$ cat config.mk
export PLATFORM = sky130hd
export DESIGN_NAME = led_selftest_seq
export DESIGN_NICKNAME = d
export VERILOG_FILES = /design/src/rtl/led_test_pkg.sv /design/src/rtl/led_dwell_timer.sv /design/src/rtl/led_selftest_seq.sv
export SDC_FILE = /design/constraint.sdc
export NUM_CORES = 1
export LEC_CHECK = 0
export ABC_AREA = 1
export CAP_MARGIN = 15
export CELL_PAD_IN_SITES_DETAIL_PLACEMENT = 1
export CELL_PAD_IN_SITES_GLOBAL_PLACEMENT = 1
export CORE_MARGIN = 1
export CORE_UTILIZATION = 40
export DETAILED_ROUTE_END_ITERATION = 8
export GPL_TIMING_DRIVEN = 0
export PLACE_DENSITY_LB_ADDON = 0.1
export SLEW_MARGIN = 20
export SYNTH_ARGS = -nofsm -noshare
export SYNTH_HDL_FRONTEND = slang
export SYNTH_SLANG_ARGS = --single-unit
$ cat constraint.sdc
create_clock -name clk -period 2.4 [get_ports clk]
set_input_delay 0.48 -clock clk [delete_from_list [all_inputs] [get_ports clk]]
set_output_delay 0.48 -clock clk [all_outputs]
set_load 0.01 [all_outputs]
$ cat src/rtl/led_test_pkg.sv
// rtl/led_test_pkg.sv - shared types, constants and golden LED function for the self-test
package led_test_pkg;

    typedef enum logic [1:0] {
        IDLE = 2'd0,
        RUN  = 2'd1,
        DONE = 2'd2
    } state_t;

    localparam int NUM_VEC = 16;

    // Golden response of the lab-1 LED logic for one switch setting.
    function automatic logic [1:0] led_expected(input logic [3:0] s);
        return {s[3] & s[2], s[1] ^ s[0]};
    endfunction

endpackage

$ cat src/rtl/led_dwell_timer.sv
// rtl/led_dwell_timer.sv - counts DWELL cycles per vector and flags the last one
module led_dwell_timer #(
    parameter int DWELL = 4
) (
    input  logic clk,
    input  logic reset,
    input  logic clear,
    input  logic en,
    output logic expire
);

    // A 1-bit counter is kept even for DWELL=1 so the compare stays well formed.
    localparam int CW = (DWELL > 1) ? $clog2(DWELL) : 1;
    localparam logic [CW-1:0] LAST = CW'(DWELL - 1);

    logic [CW-1:0] cnt;

    assign expire = en && (cnt == LAST);

    // Count 0..DWELL-1 while enabled, wrapping so the next vector starts at 0.
    always_ff @(posedge clk or posedge reset) begin
        if (reset) begin
            cnt <= '0;
        end else if (clear) begin
            cnt <= '0;
        end else if (en) begin
            cnt <= expire ? '0 : cnt + 1'b1;
        end
    end

endmodule

$ cat src/rtl/led_selftest_seq.sv
// rtl/led_selftest_seq.sv - exhaustive switch-vector sequencer and checker for the LED logic
module led_selftest_seq
    import led_test_pkg::*;
#(
    parameter int DWELL = 4,
    parameter int ERR_W = 5
) (
    input  logic             clk,
    input  logic             reset,
    input  logic             start,
    output logic [3:0]       s_out,
    input  logic [1:0]       led_in,
    output logic             busy,
    output logic             done,
    output logic             pass,
    output logic [ERR_W-1:0] errors,
    output logic [3:0]       first_fail
);

    localparam logic [3:0] LAST_VEC = 4'(NUM_VEC - 1);

    state_t           state_q, state_d;
    logic [3:0]       vec_q, vec_d;
    logic [ERR_W-1:0] errors_q, errors_d;
    logic [3:0]       ff_q, ff_d;
    logic             busy_q, done_q;
    logic             tmr_clear, tmr_en, tmr_expire;
    logic [1:0]       exp_led;
    logic             mismatch;

    led_dwell_timer #(
        .DWELL (DWELL)
    ) u_timer (
        .clk    (clk),
        .reset  (reset),
        .clear  (tmr_clear),
        .en     (tmr_en),
        .expire (tmr_expire)
    );

    // Case-inequality so an undriven or X response is scored as a failure.
    assign exp_led  = led_expected(vec_q);
    assign mismatch = (led_in !== exp_led);

    // Next-state, vector stepping and result accumulation.
    always_comb begin
        state_d   = state_q;
        vec_d     = vec_q;
        errors_d  = errors_q;
        ff_d      = ff_q;
        tmr_en    = (state_q == RUN);
        tmr_clear = (state_q != RUN);
        case (state_q)
            IDLE, DONE: begin
                if (start) begin
                    state_d  = RUN;
                    vec_d    = 4'd0;
                    errors_d = '0;
                    ff_d     = 4'd0;
                end
            end
            RUN: begin
                if (tmr_expire) begin
                    if (mismatch) begin
                        if (errors_q == '0) begin
                            ff_d = vec_q;
                        end
                        if (errors_q != '1) begin
                            errors_d = errors_q + 1'b1;
                        end
                    end
                    if (vec_q == LAST_VEC) begin
                        state_d = DONE;
                    end else begin
                        vec_d = vec_q + 4'd1;
                    end
                end
            end
            default: begin
                state_d = IDLE;
            end
        endcase
    end

    // State and result registers; busy/done are registered from the next state.
    always_ff @(posedge clk or posedge reset) begin
        if (reset) begin
            state_q  <= IDLE;
            vec_q    <= 4'd0;
            errors_q <= '0;
            ff_q     <= 4'd0;
            busy_q   <= 1'b0;
            done_q   <= 1'b0;
        end else begin
            state_q  <= state_d;
            vec_q    <= vec_d;
            errors_q <= errors_d;
            ff_q     <= ff_d;
            busy_q   <= (state_d == RUN);
            done_q   <= (state_d == DONE);
        end
    end

    assign s_out      = vec_q;
    assign busy       = busy_q;
    assign done       = done_q;
    assign errors     = errors_q;
    assign first_fail = ff_q;
    assign pass       = done_q && (errors_q == '0);

endmodule

# Yosys cells after proc, flatten, opt, wreduce, memory -nomap -nowiden
# Index checks and enable logic that the tools add are counted.
dict set report op_classes {
  n_reduce_logical 10
  bitwise 2
  mux 20
  eq_ne 15
  addsub 3
}
# op n
set op_table {}
lappend op_table {{$mux W4} 6}
lappend op_table {{$mux W5} 4}
lappend op_table {{$pmux W4 S2} 2}
lappend op_table {{$mux W2} 6}
lappend op_table {{$ne A2 B2 Y1 const B} 6}
lappend op_table {{$pmux W5 S2} 1}
lappend op_table {{$reduce_and A5 Y1} 2}
lappend op_table {{$eq A2 B2 Y1 const B} 3}
lappend op_table {{$add A5 B1 Y5 const B} 1}
lappend op_table {{$logic_not A5 Y1} 1}
lappend op_table {{$ne A5 B5 Y1 const B} 1}
lappend op_table {{$add A4 B1 Y4 const B} 1}
lappend op_table {{$eq A2 B1 Y1 const B} 2}
lappend op_table {{$eq A4 B4 Y1 const B} 1}
lappend op_table {{$pmux W2 S2} 1}
lappend op_table {{$reduce_and A4 Y1} 1}
lappend op_table {{$reduce_bool A2 Y1} 2}
lappend op_table {{$add A2 B1 Y2 const B} 1}
lappend op_table {{$logic_and A1 B1 Y1} 2}
lappend op_table {{$logic_not A2 Y1} 1}
lappend op_table {{$ne A2 B1 Y1 const B} 1}
lappend op_table {{$nex A2 B2 Y1} 1}
lappend op_table {{$reduce_or A2 Y1} 1}
lappend op_table {{$and A1 B1 Y1} 1}
lappend op_table {{$xor A1 B1 Y1} 1}
dict set report word_totals {
  in_bits 5
  elab_cells 57
  out_inout_bits 16
  reg_bits 19
}

# Depth between registers and ports, before layout
# Gate-level depths: netlist of the first run.
dict set report depth {
  word_depth 5
  mapped_depth 9
  ltp_nobuf 9
}

# Cells and area by module
# From an unflattened synthesis of the first run, not the netlist that was laid out.
dict set report hier_totals {
  cells_unflattened 150
  area_unflattened_um2 1174.9
}
# module instances area_per_inst_um2 cells_per_inst seq_area_each_um2
set by_module_without_submodules {}
lappend by_module_without_submodules {led_selftest_seq 1 1057.3 134 425.4}
lappend by_module_without_submodules {led_dwell_timer 1 117.6 16 50.0}

# Worst setup path before layout of the first run
# No wires, ideal clock.
dict set report synth_path {
  path_kind {reg-to-reg}
  startpoint {register errors_q[0] (netlist: errors[0])}
  endpoint {register errors_q[3] (netlist: errors[3])}
  setup_slack_ps 1007
  t_required_ps 2283
  setup_ps 117
  n_path_buf 0
  synth_period_minus_slack_ps 1393
  arrival_ps 1275
  stages_incl_launch_ff 9
  cell_sequence {dfrtp_1 -> ha_1 -> nand2_1 -> nor2_1 -> ha_1 -> nand2_2 -> nand3_4 -> nand2_1 -> nand2_1}
}
dict set report synth_via {
  elab_chain_len 5
  elab_cells_between_ends 8
  classes_between {add/sub: 1; eq/ne: 2; mux: 4; reduce/logical: 1}
}
# item line_no
set synth_lines {}
lappend synth_lines {{from (decl)} led_selftest_seq.sv:24} ;# logic [ERR_W-1:0] errors_q, errors_d;
lappend synth_lines {{from (signal assigned)} led_selftest_seq.sv:97} ;# errors_q <= errors_d;
lappend synth_lines {{$add A5 B1 Y5} led_selftest_seq.sv:69} ;# errors_d = errors_q + 1'b1;
lappend synth_lines {{$mux W5} led_selftest_seq.sv:68} ;# if (errors_q != '1) begin
lappend synth_lines {{$mux W5} led_selftest_seq.sv:64} ;# if (mismatch) begin
lappend synth_lines {{$mux W5} led_selftest_seq.sv:63} ;# if (tmr_expire) begin
lappend synth_lines {{$pmux W5 S2} led_selftest_seq.sv:53} ;# case (state_q)
# Several ways; a longest one is shown, not always the timed one. The select of a mux whose other input is x is not followed.
# A chain may end at the register's enable or synchronous reset.

# Worst setup path in the final report of the first run
dict set report layout_path {
  startpoint {register errors_q[0] (netlist: errors[0])}
  endpoint {output pass}
}
dict set report layout_via {
  elab_chain_len 2
}
# item line_no
set layout_lines {}
lappend layout_lines {{$logic_not A5 Y1} led_selftest_seq.sv:109} ;# assign pass = done_q && (errors_q == '0);
lappend layout_lines {{$logic_and A1 B1 Y1} led_selftest_seq.sv:109}
lappend layout_lines {{to (decl)} led_selftest_seq.sv:15} ;# output logic pass,
# Every way passes these cells.

==> flow_summary.toml, run 1 <==
[floorplanning]
start_util = 0.4381
die_h_um = 55.03
dieArea_sq_um = 3028
std_cell_rows = 18
io-pin-count = 21
die_w_um = 55.03
fp.coreArea_sq_um = 2567

[detailed_routing]
first_pass_iters = 3
via_per_inst = 5.112
first_iter_violations = 4
vias = 1002
drc_errors = 0
ant_nets = 0
totalWireLength_mm = 2.705
wl_per_cell_um = 13.80

[place]
placed_area_sq_um = 1363
dp_hpwl_mm = 2.093
place_congestion = 0.7704
io_buffers = 20

[pwr]
p_leak_uw = 0.0007173
pwr-share-seq = 0.326
p_int_uw = 929.6
clkPwrFrac = 0.099
ir_drop_v = 0.0006830
power.switching_uw = 754.2
combPwrFrac = 0.575
total_power_uw = 1684
p_per_area_nw_per_um2 = 1211
p_sw_frac = 0.4479

[cts]
cts_root_buf = "clkbuf_4"
cts_buffer_depth = 2
clock-sinks = 19
postCtsSetupBuffers = 0
clk_pin_slew_worst_paths_ns = 0.12
cts_tree = "done"
clk_latency_ns = 0.30
cts_max_level = 1
cts_hold_buf = 0
numCtsBuffers = 3
post_cts_resized = 0

[global_route]
use_met2 = 0.3635
grt_pass1_wl_mm = 4.512
grt_use_met1 = 0.2641
grt.busiest_layer = "met2"
grt_max_degree = 20
overflow = 0
grt_usage = 0.2081
antenna_found_initial = 0
grt_use_met3 = 0.03825
first_global_vias = 1018

[logic_synthesis]
synthCells = 142
synth_async_sr_flop_share = 1.000
synth_area_sq_um = 1125
ys_seq_area_frac = 0.4227
synth_commonest_cells = "nand2_1, dfrtp_1, inv_1"
ys_ff_latch = 19
synth-main-ff-cell = "dfrtp_1"
synth_nets = 152
yosysTopAreaCell = "dfrtp_1"
yosys-top-cells-area = "dfrtp_1, nand2_1, inv_1, nand3_1, ha_1"
synth_edf_count = 0
synth_top_cell_area_share = 0.4227
synth_area_per_cell_sq_um = 7.921
yosysUniqueCellTypes = 21
yosys_warnings = 0
synth_most_common_cell = "nand2_1"

[cells_and_area]
final_area_sq_um = 1390
layout-drive-gt1-share = 0.1325
num-nets-final = 177
diodes = 0
layout-area-overhead-vs-synth_pct = 23.58

[timing]
clock_skew_ns = 0.008907
setup_viol = 0
worst_slew_pin_slew_ns = 0.7403
fin_tns_setup_ns = 0
slew_headroom = 0.5059
finalCritPeriodShare = 0.9216
hold_violations = 0
rsz0062_at_grt = "no"
fin_crit_ns = 2.212
clock.fmax_mhz = 452.1
finalMaxSlewViolations = 0

[critical_path]
crit_slowest_cell = "clkdlybuf4s50_1"
cp_max_fo = 6
path_buf_inv = 2
cpPeakStageDelay_ns = 0.53
cp-start-kind = "flop"
cp.required_ns = 1.92
cp-end-kind = "output pin"
critPathArrivalTime_ns = 1.73
path_cells = "inv_1 -> ha_1 -> nand3_1 -> nor2_1 -> clkdlybuf4s50_1"
crit_type = "flop to output pin"
path_delay_family = "buffers and inverters"

[flow_run]
maxCapViolCount = 0

[hold_path]
hold_path_class = "flop to flop"

[status]
status = "finished, final reports clean"
-- kinds of logic after synthesis --
logic type,after synthesis,share of synthesized area
simple gates,85,0.3771
buf+inv,26,0.1101
flops,19,0.4227
compound gates,6,0.02669
fa+ha+maj,5,0.05562
xor+xnor,1,0.007788
-- stage by stage --
step                      std cells  utilization  hold slack, ns  worst slack (ns)
after floorplan                 142            -          0.4177             1.007
after global placement          192       0.5307          0.4254            0.5093
after detailed placement        192       0.5307          0.4405            0.5016
after CTS                       196       0.5414          0.4557            0.1546
after global routing            196       0.5414          0.4667           0.06572
final                           196       0.5414          0.4488            0.1882
-- worst paths after layout --
kind,end,start,slack [ns],cells after the start
min in group asynchronous,first_fail[3],reset,0.59,2
max in group asynchronous,errors[2],reset,1.34,2
setup reg to reg,first_fail[0],s_out[0],0.88,9
hold reg to reg,u_timer.cnt[0],u_timer.cnt[0],0.45,1
setup / recovery,pass,errors[0],0.19,5
hold / removal,u_timer.cnt[0],u_timer.cnt[0],0.45,1
-- per-layer routing --
metal,wire length [um],vias to the layer above
met5,0,-
met4,13,0
met3,74,2
met2,1323,14
met1,1293,488
li1,-,498
-- power groups by stage --
stage / clock, uW / combinational, uW / sequential [uW]
floorplan: 0 / 589 / 582
global placement: 0 / 930 / 547
detailed placement: 0 / 971 / 559
CTS: 174 / 983 / 553
global route: 186 / 1100 / 571
finish: 166 / 969 / 549
-- layout by cell type (no fill, tap or decap) --
cell,count
buf_6,2
buf_8,1
clkbuf_4,3
clkdlybuf4s50_1,20
clkinv_2,1
dfrtp_1,19
ha_1,5
inv_1,18
inv_2,5
nand2_1,36
nand2_2,1
nand2_4,3
nand3_1,13
nand3_2,1
nand3_4,1
nand3b_1,1
nand4_1,9
nor2_1,16
nor2_2,2
nor2_4,1
o21ai_0,3
o21ai_1,3
or2_4,1
xor2_1,1
-- registers in the layout (all words and copies together) (netlist names) --
register	flops
errors	5
first_fail	4
s_out	4
state_q	2
u_timer.cnt	2
busy	1
done	1
-- layout make-up --
cell class                      count  area [sq um]
Clock buffer                        3         22.52
Multi-Input combinational cell     97         525.5
Clock inverter                      1         5.005
Sequential cell                    19         475.5
Inverter                           23         86.33
Buffer                              3         37.54
Timing Repair Buffer               20         200.2
Tap cell                           30         37.54
Fill cell                         342          1177
No activity file was read; power rests on OpenSTA's default activity.
==> run 2: changes to the inputs <==
CORE_UTILIZATION = 33   (was 40)
clock period = 1.9 ns   (was 2.4 ns; I/O delays follow)
==> flow_summary.toml, run 2 (synthesized netlist as in run 1, its figures left out) <==
[status]
status = "finished, final reports clean"

[floorplanning]
std_cell_rows = 20
fp.coreArea_sq_um = 3153
start_util = 0.3567
die_w_um = 60.38
dieArea_sq_um = 3646
io-pin-count = 21
die_h_um = 60.38

[critical_path]
rr_worst_depth = 9
cp.required_ns = 1.52
cp-end-kind = "output pin"
cp_max_fo = 2
cp-startpoint = "errors[0]"
r2r-start = "errors[0]"
crit_type = "flop to output pin"
rr_endpoint = "errors[3]"
reg2reg_slack_ns = 0.32
cp-start-kind = "flop"
critPathArrivalTime_ns = 1.41
endpoint = "pass"

[cells_and_area]
utilization = 0.4524
most-common-layout-cells = "nand2_1, clkdlybuf4s50_1, inv_1, dfrtp_1, nor2_1"
layout.cells.most_common = "nand2_1"
num-nets-final = 179
layout-area-overhead-vs-synth_pct = 26.81
layout-drive-gt1-share = 0.1488
largest_reg_flops = 5
final_area_sq_um = 1426
diodes = 0
layout.cells.non_filler = 212
fill_cells = 403

[detailed_routing]
vias = 998
via_per_inst = 4.708
first_pass_iters = 4
ant_nets = 0
wl_per_cell_um = 12.30
first_iter_violations = 21
drc_errors = 0
totalWireLength_mm = 2.608

[global_route]
overflow = 0
antenna_found_initial = 0
first_global_vias = 982
grt_usage = 0.1720
grt_pass1_wl_mm = 4.581
grt_max_degree = 20

[timing]
slew_headroom = 0.5116
worst_slew_pin_slew_ns = 0.7318
hold_violations = 0
clock.fmax_mhz = 559.8
clock_skew_ns = 0.007002
finalCritPeriodShare = 0.9402
setup_viol = 0
rsz0062_at_grt = "no"
finalMaxSlewViolations = 0
fin_crit_ns = 1.786
fin_tns_setup_ns = 0

[pwr]
ir_drop_v = 0.0004923
p_leak_uw = 0.0007237
p_per_area_nw_per_um2 = 1496

[cts]
cts_buffer_depth = 2
clk_latency_ns = 0.32
cts_tree = "done"
clock-sinks = 19
cts_root_buf = "clkbuf_4"
cts_max_level = 1
clk_pin_slew_worst_paths_ns = 0.12
numCtsBuffers = 3

[place]
placed_area_sq_um = 1380
place_inst = 206
dp_hpwl_mm = 2.041
io_buffers = 20
place_congestion = 0.7247

[flow_run]
maxCapViolCount = 0

[hold_path]
hold_path_class = "flop to flop"
## run 2: final cells by class
type	instances	area (sq um)	area share
inverter	23	86.33	0.06053
clock buffer	3	22.52	0.01579
multi-input combinational	97	525.5	0.3684
buffer	3	37.54	0.02632
timing repair buffer	22	215.2	0.1509
sequential	19	476.7	0.3342
clock inverter	1	7.507	0.005263
tap	44	55.05	0.03860
## run 2: repair_timing
action / CTS / global route
resized for setup: 2 / 1
buffers inserted: 2 / 0
endpoints found under the setup margin: 1 / 1
hold buffers: 0 / 0
## run 2: power by group
group          total, uW  internal, uW  switching, uW
logic               1240           561            678
clock network        226          80.5            146
registers            669           546            123
total               2130          1190            946
## run 2: worst max-delay path, stage by stage, from the launching register on
cell             delay, ns
dfrtp_2               0.42
inv_1                 0.06
ha_1                  0.14
nand3_1               0.13
nor2_1                0.11
clkdlybuf4s15_1       0.24
## run 2: per-layer routing
metal  wire (um)  GRT usage
met5           0          0
met4          43    0.06977
met3          80    0.02772
met2        1170     0.2732
met1        1314     0.2328
## run 2: per-stage QoR
stage                     worst slack [ns]  hold slack, ns  total power, uW
final                               0.1136          0.4525             2133
after global routing              0.008645          0.4761             2348
after CTS                          0.07027          0.4563             2161
after detailed placement           0.07649          0.4380             1930
after global placement             0.08195          0.4261             1881
after floorplan                     0.5073          0.3311             1478
## run 2: worst min-delay path by stage
stage                                end  cells after the start  slack [ns]            from
after floorplan                     busy                      1        0.33           reset
after detailed placement  u_timer.cnt[0]                      1        0.44  u_timer.cnt[0]
after CTS                 u_timer.cnt[0]                      1        0.46  u_timer.cnt[0]
after global routing      u_timer.cnt[0]                      1        0.48  u_timer.cnt[0]
after global placement    u_timer.cnt[0]                      1        0.43  u_timer.cnt[0]
final                     u_timer.cnt[0]                      1        0.45  u_timer.cnt[0]
